[config.mk]
export PLATFORM = sky130hd
export DESIGN_NAME = multi_cycle_controller_flat
export DESIGN_NICKNAME = d
export VERILOG_FILES = /design/src/rtl/multi_cycle_controller_pkg.sv /design/src/rtl/multi_cycle_controller_if.sv /design/src/rtl/multi_cycle_controller_alu_op_decoder.sv /design/src/rtl/multi_cycle_controller.sv /design/src/flat_wrapper.sv
export SDC_FILE = /design/constraint.sdc
export NUM_CORES = 1
export LEC_CHECK = 0
export ABC_CLOCK_PERIOD_IN_PS = 2950
export BUFFER_PORTS_ARGS = -buffer_cell sky130_fd_sc_hd__buf_2
export CORE_MARGIN = 5
export CORE_UTILIZATION = 49
export DETAILED_ROUTE_END_ITERATION = 7
export PLACE_DENSITY = 0.95
export SYNTH_ARGS = -nofsm -noshare
export SYNTH_HDL_FRONTEND = slang
export SYNTH_SLANG_ARGS = --single-unit
[constraint.sdc]
create_clock -name clk -period 2.95 [get_ports clk]
set_input_delay 0.4425 -clock clk [delete_from_list [all_inputs] [get_ports clk]]
set_output_delay 0.4425 -clock clk [all_outputs]
set_load 0.03 [all_outputs]
[src/rtl/multi_cycle_controller_pkg.sv]
//----------------------------------------------------------------------
// multi_cycle_controller_pkg -- opcode/funct/ALU codes, states. Rev 1.0
//----------------------------------------------------------------------
`default_nettype none

package multi_cycle_controller_pkg;

  localparam logic [5:0] OP_RTYPE = 6'b000000;
  localparam logic [5:0] OP_J     = 6'b000010;
  localparam logic [5:0] OP_JAL   = 6'b000011;
  localparam logic [5:0] OP_BEQ   = 6'b000100;
  localparam logic [5:0] OP_ADDI  = 6'b001000;
  localparam logic [5:0] OP_SLTI  = 6'b001010;
  localparam logic [5:0] OP_LW    = 6'b100011;
  localparam logic [5:0] OP_SW    = 6'b101011;

  localparam logic [5:0] FN_JR    = 6'b001000;
  localparam logic [5:0] FN_ADD   = 6'b100000;
  localparam logic [5:0] FN_SUB   = 6'b100010;
  localparam logic [5:0] FN_AND   = 6'b100100;
  localparam logic [5:0] FN_OR    = 6'b100101;
  localparam logic [5:0] FN_SLT   = 6'b101010;

  localparam logic [2:0] ALU_AND  = 3'b000;
  localparam logic [2:0] ALU_OR   = 3'b001;
  localparam logic [2:0] ALU_ADD  = 3'b010;
  localparam logic [2:0] ALU_SUB  = 3'b110;
  localparam logic [2:0] ALU_SLT  = 3'b111;

  typedef enum logic [3:0] {
    FETCH  = 4'd0,
    DECODE = 4'd1,
    EXEC_R = 4'd2,
    EXEC_I = 4'd3,
    MEM_RD = 4'd4,
    MEM_WR = 4'd5,
    WB_R   = 4'd6,
    WB_I   = 4'd7,
    WB_LW  = 4'd8,
    BRANCH = 4'd9,
    JUMP   = 4'd10,
    ERR    = 4'd11
  } state_e;

  // Which family of ALU operation the current state asks for.
  typedef enum logic [1:0] {
    CLS_ADD   = 2'd0,
    CLS_SUB   = 2'd1,
    CLS_RTYPE = 2'd2,
    CLS_ITYPE = 2'd3
  } alu_cls_e;

  function automatic logic is_alu_funct(input logic [5:0] f);
    return (f == FN_ADD) || (f == FN_SUB) || (f == FN_AND) ||
           (f == FN_OR)  || (f == FN_SLT);
  endfunction

endpackage

`default_nettype wire

[src/rtl/multi_cycle_controller_if.sv]
//----------------------------------------------------------------------
// multi_cycle_controller_if -- controller <-> datapath bundle. Rev 1.0
//----------------------------------------------------------------------
`default_nettype none

interface multi_cycle_controller_if;
  logic [5:0] opcode;
  logic [5:0] funct;
  logic       zero;
  logic       mem_ready;

  logic       pc_write;
  logic       ir_write;
  logic       reg_dst;
  logic       jal_reg;
  logic       pc_to_reg;
  logic       alu_src;
  logic       mem_to_reg;
  logic       jump_sel;
  logic       pc_jump;
  logic       pc_src;
  logic       reg_write;
  logic       mem_read;
  logic       mem_write;
  logic [2:0] alu_cntrl;
  logic       instr_done;
  logic       illegal;

  modport slave (
    input  opcode, funct, zero, mem_ready,
    output pc_write, ir_write, reg_dst, jal_reg, pc_to_reg, alu_src,
           mem_to_reg, jump_sel, pc_jump, pc_src, reg_write, mem_read,
           mem_write, alu_cntrl, instr_done, illegal
  );

  modport master (
    output opcode, funct, zero, mem_ready,
    input  pc_write, ir_write, reg_dst, jal_reg, pc_to_reg, alu_src,
           mem_to_reg, jump_sel, pc_jump, pc_src, reg_write, mem_read,
           mem_write, alu_cntrl, instr_done, illegal
  );
endinterface

`default_nettype wire

[src/rtl/multi_cycle_controller_alu_op_decoder.sv]
//----------------------------------------------------------------------
// alu_op_decoder -- (state class, opcode, funct) to alu_cntrl. Rev 1.0
//----------------------------------------------------------------------
`default_nettype none

module alu_op_decoder
  import multi_cycle_controller_pkg::*;
(
  input  alu_cls_e   cls_i,
  input  logic [5:0] opcode_i,
  input  logic [5:0] funct_i,
  output logic [2:0] alu_cntrl_o
);

  always_comb begin
    alu_cntrl_o = ALU_ADD;
    case (cls_i)
      CLS_SUB: alu_cntrl_o = ALU_SUB;
      CLS_RTYPE: begin
        case (funct_i)
          FN_SUB:  alu_cntrl_o = ALU_SUB;
          FN_AND:  alu_cntrl_o = ALU_AND;
          FN_OR:   alu_cntrl_o = ALU_OR;
          FN_SLT:  alu_cntrl_o = ALU_SLT;
          default: alu_cntrl_o = ALU_ADD;
        endcase
      end
      CLS_ITYPE: begin
        if (opcode_i == OP_SLTI) alu_cntrl_o = ALU_SLT;
      end
      default: alu_cntrl_o = ALU_ADD;
    endcase
  end

endmodule

`default_nettype wire

[src/rtl/multi_cycle_controller.sv]
//----------------------------------------------------------------------
// multi_cycle_controller -- MIPS multi-cycle control FSM. Rev 1.0
//----------------------------------------------------------------------
`default_nettype none

module multi_cycle_controller
  import multi_cycle_controller_pkg::*;
(
  input  logic                      clk,
  input  logic                      rst,
  multi_cycle_controller_if.slave   bus
);

  state_e     state_q, state_d;
  logic       illegal_q;
  alu_cls_e   alu_cls;
  logic [2:0] alu_cntrl;
  logic       pc_write, ir_write, reg_dst, jal_reg, pc_to_reg, alu_src;
  logic       mem_to_reg, jump_sel, pc_jump, pc_src, reg_write;
  logic       mem_read, mem_write;

  always_comb begin
    state_d    = state_q;
    alu_cls    = CLS_ADD;
    pc_write   = 1'b0;
    ir_write   = 1'b0;
    reg_dst    = 1'b0;
    jal_reg    = 1'b0;
    pc_to_reg  = 1'b0;
    alu_src    = 1'b0;
    mem_to_reg = 1'b0;
    jump_sel   = 1'b0;
    pc_jump    = 1'b0;
    pc_src     = 1'b0;
    reg_write  = 1'b0;
    mem_read   = 1'b0;
    mem_write  = 1'b0;
    case (state_q)
      FETCH: begin
        ir_write = 1'b1;
        state_d  = DECODE;
      end
      DECODE: begin
        case (bus.opcode)
          OP_RTYPE: begin
            if (bus.funct == FN_JR)          state_d = JUMP;
            else if (is_alu_funct(bus.funct)) state_d = EXEC_R;
            else                              state_d = ERR;
          end
          OP_ADDI, OP_SLTI, OP_LW, OP_SW: state_d = EXEC_I;
          OP_BEQ:                         state_d = BRANCH;
          OP_J, OP_JAL:                   state_d = JUMP;
          default:                        state_d = ERR;
        endcase
      end
      EXEC_R: begin
        alu_cls = CLS_RTYPE;
        state_d = WB_R;
      end
      WB_R: begin
        alu_cls   = CLS_RTYPE;
        reg_dst   = 1'b1;
        reg_write = 1'b1;
        pc_write  = 1'b1;
        state_d   = FETCH;
      end
      EXEC_I: begin
        alu_cls = CLS_ITYPE;
        alu_src = 1'b1;
        if (bus.opcode == OP_LW)      state_d = MEM_RD;
        else if (bus.opcode == OP_SW) state_d = MEM_WR;
        else                          state_d = WB_I;
      end
      WB_I: begin
        alu_cls   = CLS_ITYPE;
        alu_src   = 1'b1;
        reg_write = 1'b1;
        pc_write  = 1'b1;
        state_d   = FETCH;
      end
      MEM_RD: begin
        alu_src  = 1'b1;
        mem_read = 1'b1;
        if (bus.mem_ready) state_d = WB_LW;
      end
      WB_LW: begin
        alu_src    = 1'b1;
        mem_read   = 1'b1;
        mem_to_reg = 1'b1;
        reg_write  = 1'b1;
        pc_write   = 1'b1;
        state_d    = FETCH;
      end
      MEM_WR: begin
        alu_src   = 1'b1;
        mem_write = 1'b1;
        // The store completes and retires in the ready cycle itself.
        if (bus.mem_ready) begin
          pc_write = 1'b1;
          state_d  = FETCH;
        end
      end
      BRANCH: begin
        alu_cls  = CLS_SUB;
        pc_write = 1'b1;
        pc_src   = bus.zero;
        state_d  = FETCH;
      end
      JUMP: begin
        pc_jump  = 1'b1;
        pc_write = 1'b1;
        jump_sel = (bus.opcode != OP_RTYPE);
        if (bus.opcode == OP_JAL) begin
          jal_reg   = 1'b1;
          pc_to_reg = 1'b1;
          reg_write = 1'b1;
        end
        state_d = FETCH;
      end
      ERR:     state_d = ERR;
      default: state_d = FETCH;
    endcase

    // Held in reset: everything quiet, ALU parked on ADD.
    if (!rst) begin
      alu_cls    = CLS_ADD;
      pc_write   = 1'b0;
      ir_write   = 1'b0;
      reg_dst    = 1'b0;
      jal_reg    = 1'b0;
      pc_to_reg  = 1'b0;
      alu_src    = 1'b0;
      mem_to_reg = 1'b0;
      jump_sel   = 1'b0;
      pc_jump    = 1'b0;
      pc_src     = 1'b0;
      reg_write  = 1'b0;
      mem_read   = 1'b0;
      mem_write  = 1'b0;
    end
  end

  always_ff @(posedge clk) begin
    if (!rst) begin
      state_q   <= FETCH;
      illegal_q <= 1'b0;
    end else begin
      state_q <= state_d;
      if (state_d == ERR) illegal_q <= 1'b1;
    end
  end

  alu_op_decoder u_alu_op_decoder (
    .cls_i       (alu_cls),
    .opcode_i    (bus.opcode),
    .funct_i     (bus.funct),
    .alu_cntrl_o (alu_cntrl)
  );

  assign bus.pc_write   = pc_write;
  assign bus.ir_write   = ir_write;
  assign bus.reg_dst    = reg_dst;
  assign bus.jal_reg    = jal_reg;
  assign bus.pc_to_reg  = pc_to_reg;
  assign bus.alu_src    = alu_src;
  assign bus.mem_to_reg = mem_to_reg;
  assign bus.jump_sel   = jump_sel;
  assign bus.pc_jump    = pc_jump;
  assign bus.pc_src     = pc_src;
  assign bus.reg_write  = reg_write;
  assign bus.mem_read   = mem_read;
  assign bus.mem_write  = mem_write;
  assign bus.alu_cntrl  = alu_cntrl;
  assign bus.instr_done = pc_write;
  assign bus.illegal    = illegal_q & rst;

endmodule

`default_nettype wire
[src/flat_wrapper.sv]
// flat-port wrapper written by rule: the top's interface ports become plain ports
module multi_cycle_controller_flat import multi_cycle_controller_pkg::*;
  (clk, rst, bus_opcode, bus_funct, bus_zero, bus_mem_ready, bus_pc_write, bus_ir_write, bus_reg_dst, bus_jal_reg, bus_pc_to_reg, bus_alu_src, bus_mem_to_reg, bus_jump_sel, bus_pc_jump, bus_pc_src, bus_reg_write, bus_mem_read, bus_mem_write, bus_alu_cntrl, bus_instr_done, bus_illegal);
  multi_cycle_controller_if bus_i ();
  input  logic clk;
  input  logic rst;
  input wire logic [$bits(bus_i.opcode)-1:0] bus_opcode;
  input wire logic [$bits(bus_i.funct)-1:0] bus_funct;
  input wire logic [$bits(bus_i.zero)-1:0] bus_zero;
  input wire logic [$bits(bus_i.mem_ready)-1:0] bus_mem_ready;
  output wire logic [$bits(bus_i.pc_write)-1:0] bus_pc_write;
  output wire logic [$bits(bus_i.ir_write)-1:0] bus_ir_write;
  output wire logic [$bits(bus_i.reg_dst)-1:0] bus_reg_dst;
  output wire logic [$bits(bus_i.jal_reg)-1:0] bus_jal_reg;
  output wire logic [$bits(bus_i.pc_to_reg)-1:0] bus_pc_to_reg;
  output wire logic [$bits(bus_i.alu_src)-1:0] bus_alu_src;
  output wire logic [$bits(bus_i.mem_to_reg)-1:0] bus_mem_to_reg;
  output wire logic [$bits(bus_i.jump_sel)-1:0] bus_jump_sel;
  output wire logic [$bits(bus_i.pc_jump)-1:0] bus_pc_jump;
  output wire logic [$bits(bus_i.pc_src)-1:0] bus_pc_src;
  output wire logic [$bits(bus_i.reg_write)-1:0] bus_reg_write;
  output wire logic [$bits(bus_i.mem_read)-1:0] bus_mem_read;
  output wire logic [$bits(bus_i.mem_write)-1:0] bus_mem_write;
  output wire logic [$bits(bus_i.alu_cntrl)-1:0] bus_alu_cntrl;
  output wire logic [$bits(bus_i.instr_done)-1:0] bus_instr_done;
  output wire logic [$bits(bus_i.illegal)-1:0] bus_illegal;
  assign bus_i.opcode = bus_opcode;
  assign bus_i.funct = bus_funct;
  assign bus_i.zero = bus_zero;
  assign bus_i.mem_ready = bus_mem_ready;
  assign bus_pc_write = bus_i.pc_write;
  assign bus_ir_write = bus_i.ir_write;
  assign bus_reg_dst = bus_i.reg_dst;
  assign bus_jal_reg = bus_i.jal_reg;
  assign bus_pc_to_reg = bus_i.pc_to_reg;
  assign bus_alu_src = bus_i.alu_src;
  assign bus_mem_to_reg = bus_i.mem_to_reg;
  assign bus_jump_sel = bus_i.jump_sel;
  assign bus_pc_jump = bus_i.pc_jump;
  assign bus_pc_src = bus_i.pc_src;
  assign bus_reg_write = bus_i.reg_write;
  assign bus_mem_read = bus_i.mem_read;
  assign bus_mem_write = bus_i.mem_write;
  assign bus_alu_cntrl = bus_i.alu_cntrl;
  assign bus_instr_done = bus_i.instr_done;
  assign bus_illegal = bus_i.illegal;
  multi_cycle_controller u_core (.clk(clk), .rst(rst), .bus(bus_i));
endmodule
[Yosys cells after proc, flatten, opt, wreduce, memory -nomap -nowiden]
Index checks and enable logic that the tools add are counted.
Cells by class
  add/subtract/negate cells: 0
  $mul: 0
  div/mod/pow operators: 0
  magnitude comparators: 0
  eq/ne operators: 28
  shift-type cells: 0
  multiplexer cells: 39
  bitwise logic cells: 1
  reduce and logical (&&, ||, !) cells: 15
Operator list (count)
  $eq A6 B6 Y1 const B: 7
  $pmux W4 S7: 1
  $mux W1: 24
  $eq A4 B4 Y1 const B: 5
  $mux W4: 5
  $eq A6 B4 Y1 const B: 3
  $eq A4 B3 Y1 const B: 4
  $pmux W4 S4: 1
  $eq A6 B2 Y1 const B: 2
  $pmux W3 S4: 1
  $reduce_or A5 Y1: 2
  $pmux W3 S3: 1
  $eq A4 B2 Y1 const B: 2
  $reduce_or A2 Y1: 4
  $eq A6 B3 Y1 const B: 1
  $logic_not A6 Y1: 1
  $pmux W2 S3: 1
  $reduce_bool A6 Y1: 1
  $eq A2 B2 Y1 const B: 2
  $eq A4 B1 Y1 const B: 1
  $logic_not A4 Y1: 1
  $logic_or A1 B1 Y1: 4
  $mux W2: 2
  $pmux W1 S2: 2
  5 further kinds: 5
Storage, ports and cells
  register bits after elaboration: 5
  latch bits: 0
  RAM bits: 0
  memory bits (read-only): 0
  input port bits: 16
  output and inout bits: 18
  logic and storage cells: 85
  memories: 0

[Depth between registers and ports, before layout]
Gate-level depths: netlist of the first run.
  depth after elaboration: 10
  mapped depth: 6
  mapped depth without buffers: 5

[Cells and area by module]
Synthesis of the first run repeated with hierarchy kept, for this count alone.
Second synthesis, totals
  cells, all modules: 113
  area, all modules: 828.3 µm²
By module, submodules not included
  multi_cycle_controller: times used 1, cells each 99, area each 725.7 µm², seq. area each 100.1 µm²
  alu_op_decoder: times used 1, cells each 14, area each 102.6 µm², seq. area each 0.0 µm²

[Worst setup path before layout of the first run]
OpenSTA, ideal clock, no wires.
  path kind: input port to output port
  start: input bus_opcode[2]
  end: output bus_reg_write
  arrival: 1616 ps
  required time: 2508 ps
  setup slack: 891 ps
  cell stages on the path: 4
  buffers on the path: 0
  path through: nor4_4 > nand3_1 > nor2_1 > a21o_1
On the way
  word-level cells in the longest chain between the ends: 4
RTL lines
  start: declaration: line flat_wrapper.sv:7  | input wire logic [$bits(bus_i.opcode)-1:0] bus_opcode;
  $eq A6 B2 Y1: line multi_cycle_controller.sv:113  | if (bus.opcode == OP_JAL) begin
  $mux W1: line multi_cycle_controller.sv:113
  $pmux W1 S2: line multi_cycle_controller.sv:38  | case (state_q)
  $mux W1: line multi_cycle_controller.sv:125  | if (!rst) begin
  end: declaration: line flat_wrapper.sv:21  | output wire logic [$bits(bus_i.reg_write)-1:0] bus_reg_write;
No other way between the ends.

[Worst setup path in the final report of the first run]
  start: register u_core.state_q[1]
  end: output bus_alu_cntrl[0]
On the way
  word-level cells in the longest chain between the ends: 6
  elaborated cells between the ends (all ways): 13
  those cells by class: eq/ne (8); mux (3); reduce/logical (2)
RTL lines
  start: declaration: line multi_cycle_controller.sv:14  | state_e state_q, state_d;
  start signal: assignment: line multi_cycle_controller.sv:148  | state_q <= state_d;
  $eq A4 B3 Y1 / $eq A4 B2 Y1 (equally long branches): line multi_cycle_controller.sv:38
  $reduce_or A2 Y1 (no source line)
  $pmux W2 S3 *: line multi_cycle_controller.sv:38
  $mux W2 *: line multi_cycle_controller.sv:125
  $eq A2 B2 Y1 / $eq A2 B1 Y1 (equally long branches): line multi_cycle_controller_alu_op_decoder.sv:17  | case (cls_i)
  $pmux W3 S3 *: line multi_cycle_controller_alu_op_decoder.sv:17
  end: declaration: line flat_wrapper.sv:24  | output wire logic [$bits(bus_i.alu_cntrl)-1:0] bus_alu_cntrl;
Mark *: on every way between the ends. The rest lies on a longest branch, timed or not.

==> flow_summary.yaml, run 1 <==
floorplanning:
  fp.dieW_microns: 49.2
  core_area_sq_um: 1490
  rows: 14
  ioPinCount: 34
  die_h_microns: 49.2
  start_util_pct: 50.6
  dieArea_sq_um: 2420
detailed_routing:
  postRouteAntennaNets: 0
  drc: 0
  first_pass_iters: 4
  vias_per_cell: 6.00
  drt_iter0_markers: 27
  avgRoutedWirePerCell_microns: 14.6
  drt-total-wl_microns: 2300
  vias: 948
clocking:
  clkLatencyLatePin_ns: 0.26
  cts.sink_count: 5
  cts_setup_buffers: 0
  cts_buffer_depth: 2
  cts_buffers: 3
  cts_tree: "built"
  root_buffer: "clkbuf_4"
  htreeDepth: 1
  post_cts_resized: 0
  path_clk_slew_ns: 0.04
  hold_buffers: 0
job:
  drv_cap: 0
setup_path:
  path_max_fanout: 14
  crit_required_ns: 2.51
  cpMaxStageDelayCell: "dfxtp_1"
  end_kind: "output pin"
  startpoint: "u_core.state_q[1]$_SDFF_PN0_"
  path_buf_inv: 2
  slowest_delay_ns: 0.64
  critPathTopFamily: "flip-flops"
  arrival_ns: 2.08
  crit_chain: "inv_2 > nor2_1 > o21ai_0 > or2_0 > a21oi_1 > buf_2"
  start_kind: "flop"
  reg2reg_from: "u_core.state_q[0]$_SDFF_PN0_"
  worst-setup-path-type: "flop to output pin"
layout:
  drive_above_1_share_pct: 28.9
  antenna_cells: 0
  area_growth_syn_to_layout_pct: 22.3
  fin_nets: 159
synth:
  synthTopCellsByArea: "dfxtp_1 13%, nor2_1 7.0%, nor2b_1 6.6%"
  synth_area_leader_cell: "dfxtp_1"
  netlist_top_cells_count: "14 x nor2_1, 10 x nand2_1, 8 x nor2b_1"
  synth_cells: 112
  syn_avg_cell_area_sq_um: 6.73
  ys_seq_area_share_pct: 13.3
  async_reset_ff_share_pct: 0
  synth_nets: 128
  synth_warnings: 0
  synth.most_common_cell: "nor2_1"
  synth.distinct_cells: 42
  synth_seq_cells: 5
  synth_top_area_share_pct: 13.3
  synth_edf_count: 0
  synth_ff_type: "dfxtp_1"
  syn-cell-area_sq_um: 753
place:
  gp_congestion: 0.901
  dpl.hpwl_microns: 1820
  port-buffer-count: 33
timing:
  max_freq_mhz: 396
  drv_slew: 0
  post-route-period-util_pct: 85.6
  maxSlewHeadroom_pct: 65.0
  report.final.hold_viol_count: 0
  rsz0062_at_grt: "no"
  finalSetupViolCount: 0
  tightestPinTransition_ns: 0.525
  worst_clock_skew_ns: 0.00870
  period_needed_ns: 2.53
  setup_tns_ns: 0
hold_path:
  worstHoldPathType: "flop to flop"
  hold_start: "u_core.illegal_q$_SDFFE_PN0N_"
status:
  status: "finished, final reports clean"
power_and_ir_drop:
  p_leak_nw: 0.426
  total_power_mw: 0.655
  powerDensity_nw_per_um2: 711
  ir_worst_vdd_mv: 0.386
global_route:
  antenna_found_initial: 0
  grt_pass1_vias: 893
  grt_usage_pct: 19.1
  globalRouteOverflowTotal: 0
  grt_pass1_wl_microns: 3840
  grt_start_max_net_pins: 17
layout by cell type, fill, tap and decap left out, drive strengths merged:
master	netlist	layout
a211oi	2	2
a21boi	1	1
a21o	2	2
a21oi	7	7
a22o	1	1
a22oi	1	1
a31oi	2	2
a32oi	1	1
and2	2	2
and2b	1	1
and3	3	3
buf	5	33
clkbuf	2	4
dfxtp	5	5
inv	5	5
mux2	1	1
nand2	10	10
nand2b	3	3
nand3	5	5
nand3b	1	1
nand4	3	3
nand4b	1	1
nor2	14	14
nor2b	8	8
nor3	2	2
nor3b	5	5
nor4	1	1
nor4b	2	2
o211ai	1	1
o21ai	7	7
o22ai	1	1
o311ai	1	1
o31ai	2	2
o32ai	1	1
or2	1	1
or2b	1	1
or4b	1	1
layer usage:
layer	vias to the layer above	part of all wire (%)	track usage [%]
met5	-	0	0
met2	51	49	32.4
met1	421	40	22.8
li1	470	-	-
met3	6	9.2	4.28
met4	0	1.6	7.62
registers in the layout, indices dropped and copies added, names as in the netlist:
signal / cells
u_core.illegal_q: 1
u_core.state_q: 4
worst register-to-register path: cells and delay by family, from the launching register on:
kind | cells | cell delay, ns
DFF | 1 | 0.57
and+or+nand+nor | 3 | 0.56
AOI/OAI and AO/OA | 2 | 0.49
cells by family (layout without fill, tap and decap cells):
group           count (synthesis)  after routing  synth area share [%]
compound gates                 30             30                  25.4
buf+inv                        12             42                  8.30
flops                           5              5                  13.3
mux                             1              1                  1.49
simple gates                   64             64                  51.5
metrics by stage:
step           util, %  cells  hold slack, ns  instance area [sq um]  setup slack (ns)
2_1_floorplan        -    112           0.419                    753             0.891
3_3_place_gp      60.1    154           0.439                    895             0.847
3_5_place_dp      60.1    154           0.456                    895             0.699
4_1_cts           61.8    158           0.463                    921             0.443
5_1_grt           61.8    158           0.495                    921             0.296
6_report          61.8    158           0.479                    921             0.424
power by group:
part           internal (mW)  switching [mW]
clock network         0.0515          0.0344
logic                  0.153           0.247
registers             0.0955          0.0734
total                  0.300           0.355
worst paths after layout:
kind,end,slack [ns],depth (start not counted)
worst max register to register,u_core.illegal_q$_SDFFE_PN0N_,1.24,5
worst min-delay path,u_core.illegal_q$_SDFFE_PN0N_,0.48,2
worst min register to register,u_core.illegal_q$_SDFFE_PN0N_,0.48,2
worst max-delay path,bus_alu_cntrl[0],0.42,6
final cells by class:
class,instances,area [sq um]
clock buffers,4,26.3
fillers,140,568
inverters,5,18.8
multi-input cells,95,591
flip-flops and latches,5,100
well taps,16,20.0
repair buffers,33,165
No activity file was read; power rests on OpenSTA's default activity.
==> run 2, diff against run 1 <==
- MAX_ROUTING_LAYER: not set -> met4
==> run 2 against run 1 <==
  * Worst setup slack worse by 0.0088 ns
  * Maximum frequency down 0.35%
  * Core utilization unchanged
  * Register-to-register slack worse by 0.02 ns
  * Cell area unchanged
==> flow_summary.yaml, run 2 (same netlist as run 1, synthesis figures left out) <==
clocking:
  hold_buffers: 0
  cts_buffer_depth: 2
  cts_setup_buffers: 0
  cts.sink_count: 5
  path_clk_slew_ns: 0.04
  post_cts_resized: 0
  cts_buffers: 3
  root_buffer: "clkbuf_4"
  htreeDepth: 1
  clkLatencyLatePin_ns: 0.25
  cts_tree: "built"
detailed_routing:
  drt_iter0_markers: 31
  vias_per_cell: 6.04
  postRouteAntennaNets: 0
  vias: 955
  drt-total-wl_microns: 2340
  first_pass_iters: 4
  avgRoutedWirePerCell_microns: 14.8
  drc: 0
setup_path:
  start_kind: "flop"
  reg2reg_from: "u_core.state_q[0]$_SDFF_PN0_"
  crit_required_ns: 2.51
  crit_chain: "inv_2 > nor2_1 > o21ai_0 > or2_0 > a21oi_1 > buf_2"
  path_max_fanout: 14
  r2r_cells: 5
  end_kind: "output pin"
  worst_r2r_endpoint: "u_core.illegal_q$_SDFFE_PN0N_"
  r2r_setup_slack_ns: 1.22
  slowest_delay_ns: 0.65
  cpMaxStageDelayCell: "dfxtp_1"
  arrival_ns: 2.09
  worst-setup-path-type: "flop to output pin"
  startpoint: "u_core.state_q[1]$_SDFF_PN0_"
layout:
  largest_reg_flops: 4
  top_register: "u_core.state_q"
  fin_nets: 159
  drive_above_1_share_pct: 28.9
  final_cell_mix: "33 x buf_2, 14 x nor2_1, 10 x nand2_1"
  final_common_cell: "buf_2"
  antenna_cells: 0
  stdcell_area_sq_um: 921
  finalNonFillerCells: 158
  area_growth_syn_to_layout_pct: 22.3
  top_regs: "u_core.state_q x4, u_core.illegal_q x1"
place:
  dp_slack_ns: 0.699
  port-buffer-count: 33
  dpl.hpwl_microns: 1820
  placed_cells: 154
  placed_area_sq_um: 895
  gp_congestion: 0.917
timing:
  report.final.hold_viol_count: 0
  drv_slew: 0
  rsz0062_at_grt: "no"
  worst_clock_skew_ns: 0.0104
  max_freq_mhz: 394
  maxSlewHeadroom_pct: 64.4
  setup_ws_ns: 0.415
  period_needed_ns: 2.53
  setup_tns_ns: 0
  post-route-period-util_pct: 85.9
  finalSetupViolCount: 0
  tightestPinTransition_ns: 0.534
job:
  drv_cap: 0
hold_path:
  holdPathStages: 2
  whs_endpoint: "u_core.illegal_q$_SDFFE_PN0N_"
  worstHoldPathType: "flop to flop"
  hold_start: "u_core.illegal_q$_SDFFE_PN0N_"
global_route:
  antenna_found_initial: 0
  grtUsageMet1_pct: 23.0
  grt_util_met3_pct: 3.98
  grt_pass1_vias: 892
  top_usage_layer: "met2"
  globalRouteOverflowTotal: 0
  grt_pass1_wl_microns: 3840
  grt_usage_pct: 19.6
  grt_start_max_net_pins: 17
  grt_use_met2_pct: 32.4
floorplanning:
  start_util_pct: 50.6
  dieArea_sq_um: 2420
  die_h_microns: 49.2
  ioPinCount: 34
  core_area_sq_um: 1490
  fp.dieW_microns: 49.2
  rows: 14
power_and_ir_drop:
  powerDensity_nw_per_um2: 711
  ir_worst_vdd_mv: 0.388
  p_leak_nw: 0.426
status:
  status: "finished, final reports clean"
## run 2: cell counts in the layout (fill, tap and decap cells not counted)
No cell type changed its count.
## run 2: worst max-delay path by stage
| stage | endpoint |
|---|---|
| floorplan | bus_reg_write |
| global placement | bus_alu_cntrl[0] |
| detailed placement | bus_alu_cntrl[0] |
| CTS | bus_alu_cntrl[0] |
| global route | bus_alu_cntrl[0] |
| finish | bus_alu_cntrl[0] |
## run 2: critical path: cells and delay by family, from the launching register on
family / cells / cell delay (ns)
buf+inv: 2 / 0.33
simple gates: 2 / 0.55
flops: 1 / 0.65
compound gates: 2 / 0.32
## run 2: stage by stage
step / total power, mW / hold WS, ns / util, %
floorplan: 0.475 / 0.419 / -
global placement: 0.550 / 0.439 / 60.1
detailed placement: 0.564 / 0.456 / 60.1
finish: 0.655 / 0.476 / 61.8
global route: 0.700 / 0.495 / 61.8
CTS: 0.650 / 0.463 / 61.8
## run 2: cell type report
cell class                 count  area (sq um)
sequential                     5           100
multi-input combinational     95           591
timing repair buffer          33           165
fill                         140           568
tap                           16          20.0
clock buffer                   4          26.3
inverter                       5          18.8
## run 2: per-layer routing
layer | share of wire, % | vias up
li1 | - | 474
met5 | 0 | -
met2 | 49 | 61
met3 | 11 | 4
met4 | 0.90 | 0
met1 | 39 | 416
## run 2: power breakdown
part	total [mW]	switching, mW	internal, mW	leakage (nW)
logic	0.400	0.247	0.153	0.370
registers	0.169	0.0738	0.0955	0.0412
clock network	0.0857	0.0342	0.0515	0.0150
==> run 3, diff against run 2 <==
- CELL_PAD_IN_SITES_DETAIL_PLACEMENT: not set -> 0
- CELL_PAD_IN_SITES_GLOBAL_PLACEMENT: not set -> 2
- CORE_UTILIZATION: 49 -> 25
- SETUP_SLACK_MARGIN: not set -> 0.5
==> run 3 against run 2 <==
  * Critical path type unchanged
  * Die area is 74% higher
  * Routed wire length grew 1.7%
  * Non-clock buffer count is the same
  * Final cell count grew 11%
  * Flip-flop and latch count unchanged
  * Via count shrank 3.9%
==> flow_summary.yaml, run 3 (same netlist as run 1, synthesis figures left out) <==
hold_path:
  hold_start: "u_core.illegal_q$_SDFFE_PN0N_"
  whs_endpoint: "u_core.illegal_q$_SDFFE_PN0N_"
  worstHoldPathType: "flop to flop"
  holdPathStages: 2
layout:
  largest_reg_flops: 4
  drive_above_1_share_pct: 31.0
  final_common_cell: "buf_2"
  finalNonFillerCells: 175
  antenna_cells: 0
  top_regs: "u_core.state_q x4, u_core.illegal_q x1"
  nFillCells: 341
  top_register: "u_core.state_q"
  area_growth_syn_to_layout_pct: 25.7
  final_cell_mix: "33 x buf_2, 13 x nor2_1, 10 x nand2_1"
  fin_nets: 159
clocking:
  htreeDepth: 1
  path_clk_slew_ns: 0.04
  cts.sink_count: 5
  root_buffer: "clkbuf_4"
  cts_buffers: 3
  clkLatencyLatePin_ns: 0.24
  cts_buffer_depth: 2
  cts_tree: "built"
  cts_setup_buffers: 0
timing:
  post-route-period-util_pct: 76.2
  max_freq_mhz: 445
  setup_tns_ns: 0
  drv_slew: 0
  period_needed_ns: 2.25
  maxSlewHeadroom_pct: 70.9
  tightestPinTransition_ns: 0.437
  report.final.hold_viol_count: 0
  finalSetupViolCount: 0
  rsz0062_at_grt: "no"
  worst_clock_skew_ns: 0.000686
power_and_ir_drop:
  p_leak_nw: 0.427
  net-switching-power_mw: 0.352
  p_sw_share_pct: 53.8
  powerDensity_nw_per_um2: 692
  comb_power_share_pct: 61.2
  total_power_mw: 0.655
  p_seq_share_pct: 26.7
  power_frac_clock_pct: 12.1
  ir_worst_vdd_mv: 0.215
  p_int_mw: 0.303
global_route:
  grt_pass1_vias: 886
  grt_usage_pct: 12.0
  antenna_found_initial: 0
  grt_start_max_net_pins: 17
  globalRouteOverflowTotal: 0
  grt_pass1_wl_microns: 4020
setup_path:
  worst-setup-path-type: "flop to output pin"
  r2r_cells: 5
  worst_r2r_endpoint: "u_core.illegal_q$_SDFFE_PN0N_"
  end_kind: "output pin"
  reg2reg_from: "u_core.state_q[0]$_SDFF_PN0_"
  path_max_fanout: 14
  startpoint: "u_core.state_q[1]$_SDFF_PN0_"
  arrival_ns: 1.81
  start_kind: "flop"
  crit_required_ns: 2.51
  r2r_setup_slack_ns: 1.23
detailed_routing:
  postRouteAntennaNets: 0
  vias: 918
  drt_iter0_markers: 65
  drt-total-wl_microns: 2380
  drc: 0
  vias_per_cell: 5.25
  first_pass_iters: 4
  avgRoutedWirePerCell_microns: 13.6
floorplanning:
  dieArea_sq_um: 4210
  die_h_microns: 64.9
  ioPinCount: 34
  rows: 20
  start_util_pct: 25.3
  fp.dieW_microns: 64.9
  core_area_sq_um: 2980
place:
  port-buffer-count: 33
  dpl.hpwl_microns: 1870
  gp_congestion: 0.838
  placed_cells: 171
status:
  status: "finished, final reports clean"
job:
  drv_cap: 0
-- run 3: how the worst max path moves through the flow --
stage,end,cells after the start
4_1_cts,bus_alu_cntrl[0],6
2_1_floorplan,bus_reg_write,4
5_1_grt,bus_alu_cntrl[0],6
3_3_place_gp,bus_alu_cntrl[0],6
6_report,bus_alu_cntrl[0],6
3_5_place_dp,bus_alu_cntrl[0],6
-- run 3: through the flow --
stage	worst slack [ns]	hold slack [ns]	area, sq um	utilization [%]
floorplan	0.891	0.419	753	-
global placement	0.816	0.434	916	30.8
detailed placement	0.713	0.449	916	30.8
CTS	0.631	0.469	943	31.7
global route	0.523	0.507	947	31.8
finish	0.701	0.459	947	31.8
-- run 3: what timing repair did --
action                     in CTS  in global routing
hold buffers                    0                  0
resized for setup               1                  2
setup endpoints to repair       1                  1
-- run 3: power groups by stage --
| stage | combinational (mW) | clock (mW) | sequential (mW) |
|---|---|---|---|
| 2_1_floorplan | 0.363 | 0 | 0.112 |
| 3_3_place_gp | 0.400 | 0 | 0.165 |
| 3_5_place_dp | 0.398 | 0 | 0.170 |
| 4_1_cts | 0.399 | 0.0816 | 0.169 |
| 5_1_grt | 0.448 | 0.0899 | 0.184 |
| 6_report | 0.401 | 0.0794 | 0.175 |
-- run 3: layout make-up --
cell class | count | area, sq um | share of cell area (%)
multi-input combinational | 95 | 593 | 62.6
timing repair buffer | 33 | 165 | 17.4
sequential | 5 | 103 | 10.8
tap | 33 | 41.3 | 4.36
clock buffer | 4 | 26.3 | 2.77
inverter | 5 | 18.8 | 1.98
-- run 3: routing by layer --
metal	vias up	part of all wire (%)	GRT usage [%]	wire, microns
li1	468	-	-	-
met1	421	49	15.5	1170
met2	29	46	18.6	1080
met3	0	5.4	2.43	128
met4	0	0	3.69	0
met5	-	0	-	0
-- run 3: worst max-delay path: stages (launching register included) --
cell     delay [ns]
dfxtp_2        0.51
inv_2          0.11
nor2_2         0.20
o21ai_0        0.16
or2_0          0.26
a21oi_1        0.12
buf_2          0.21
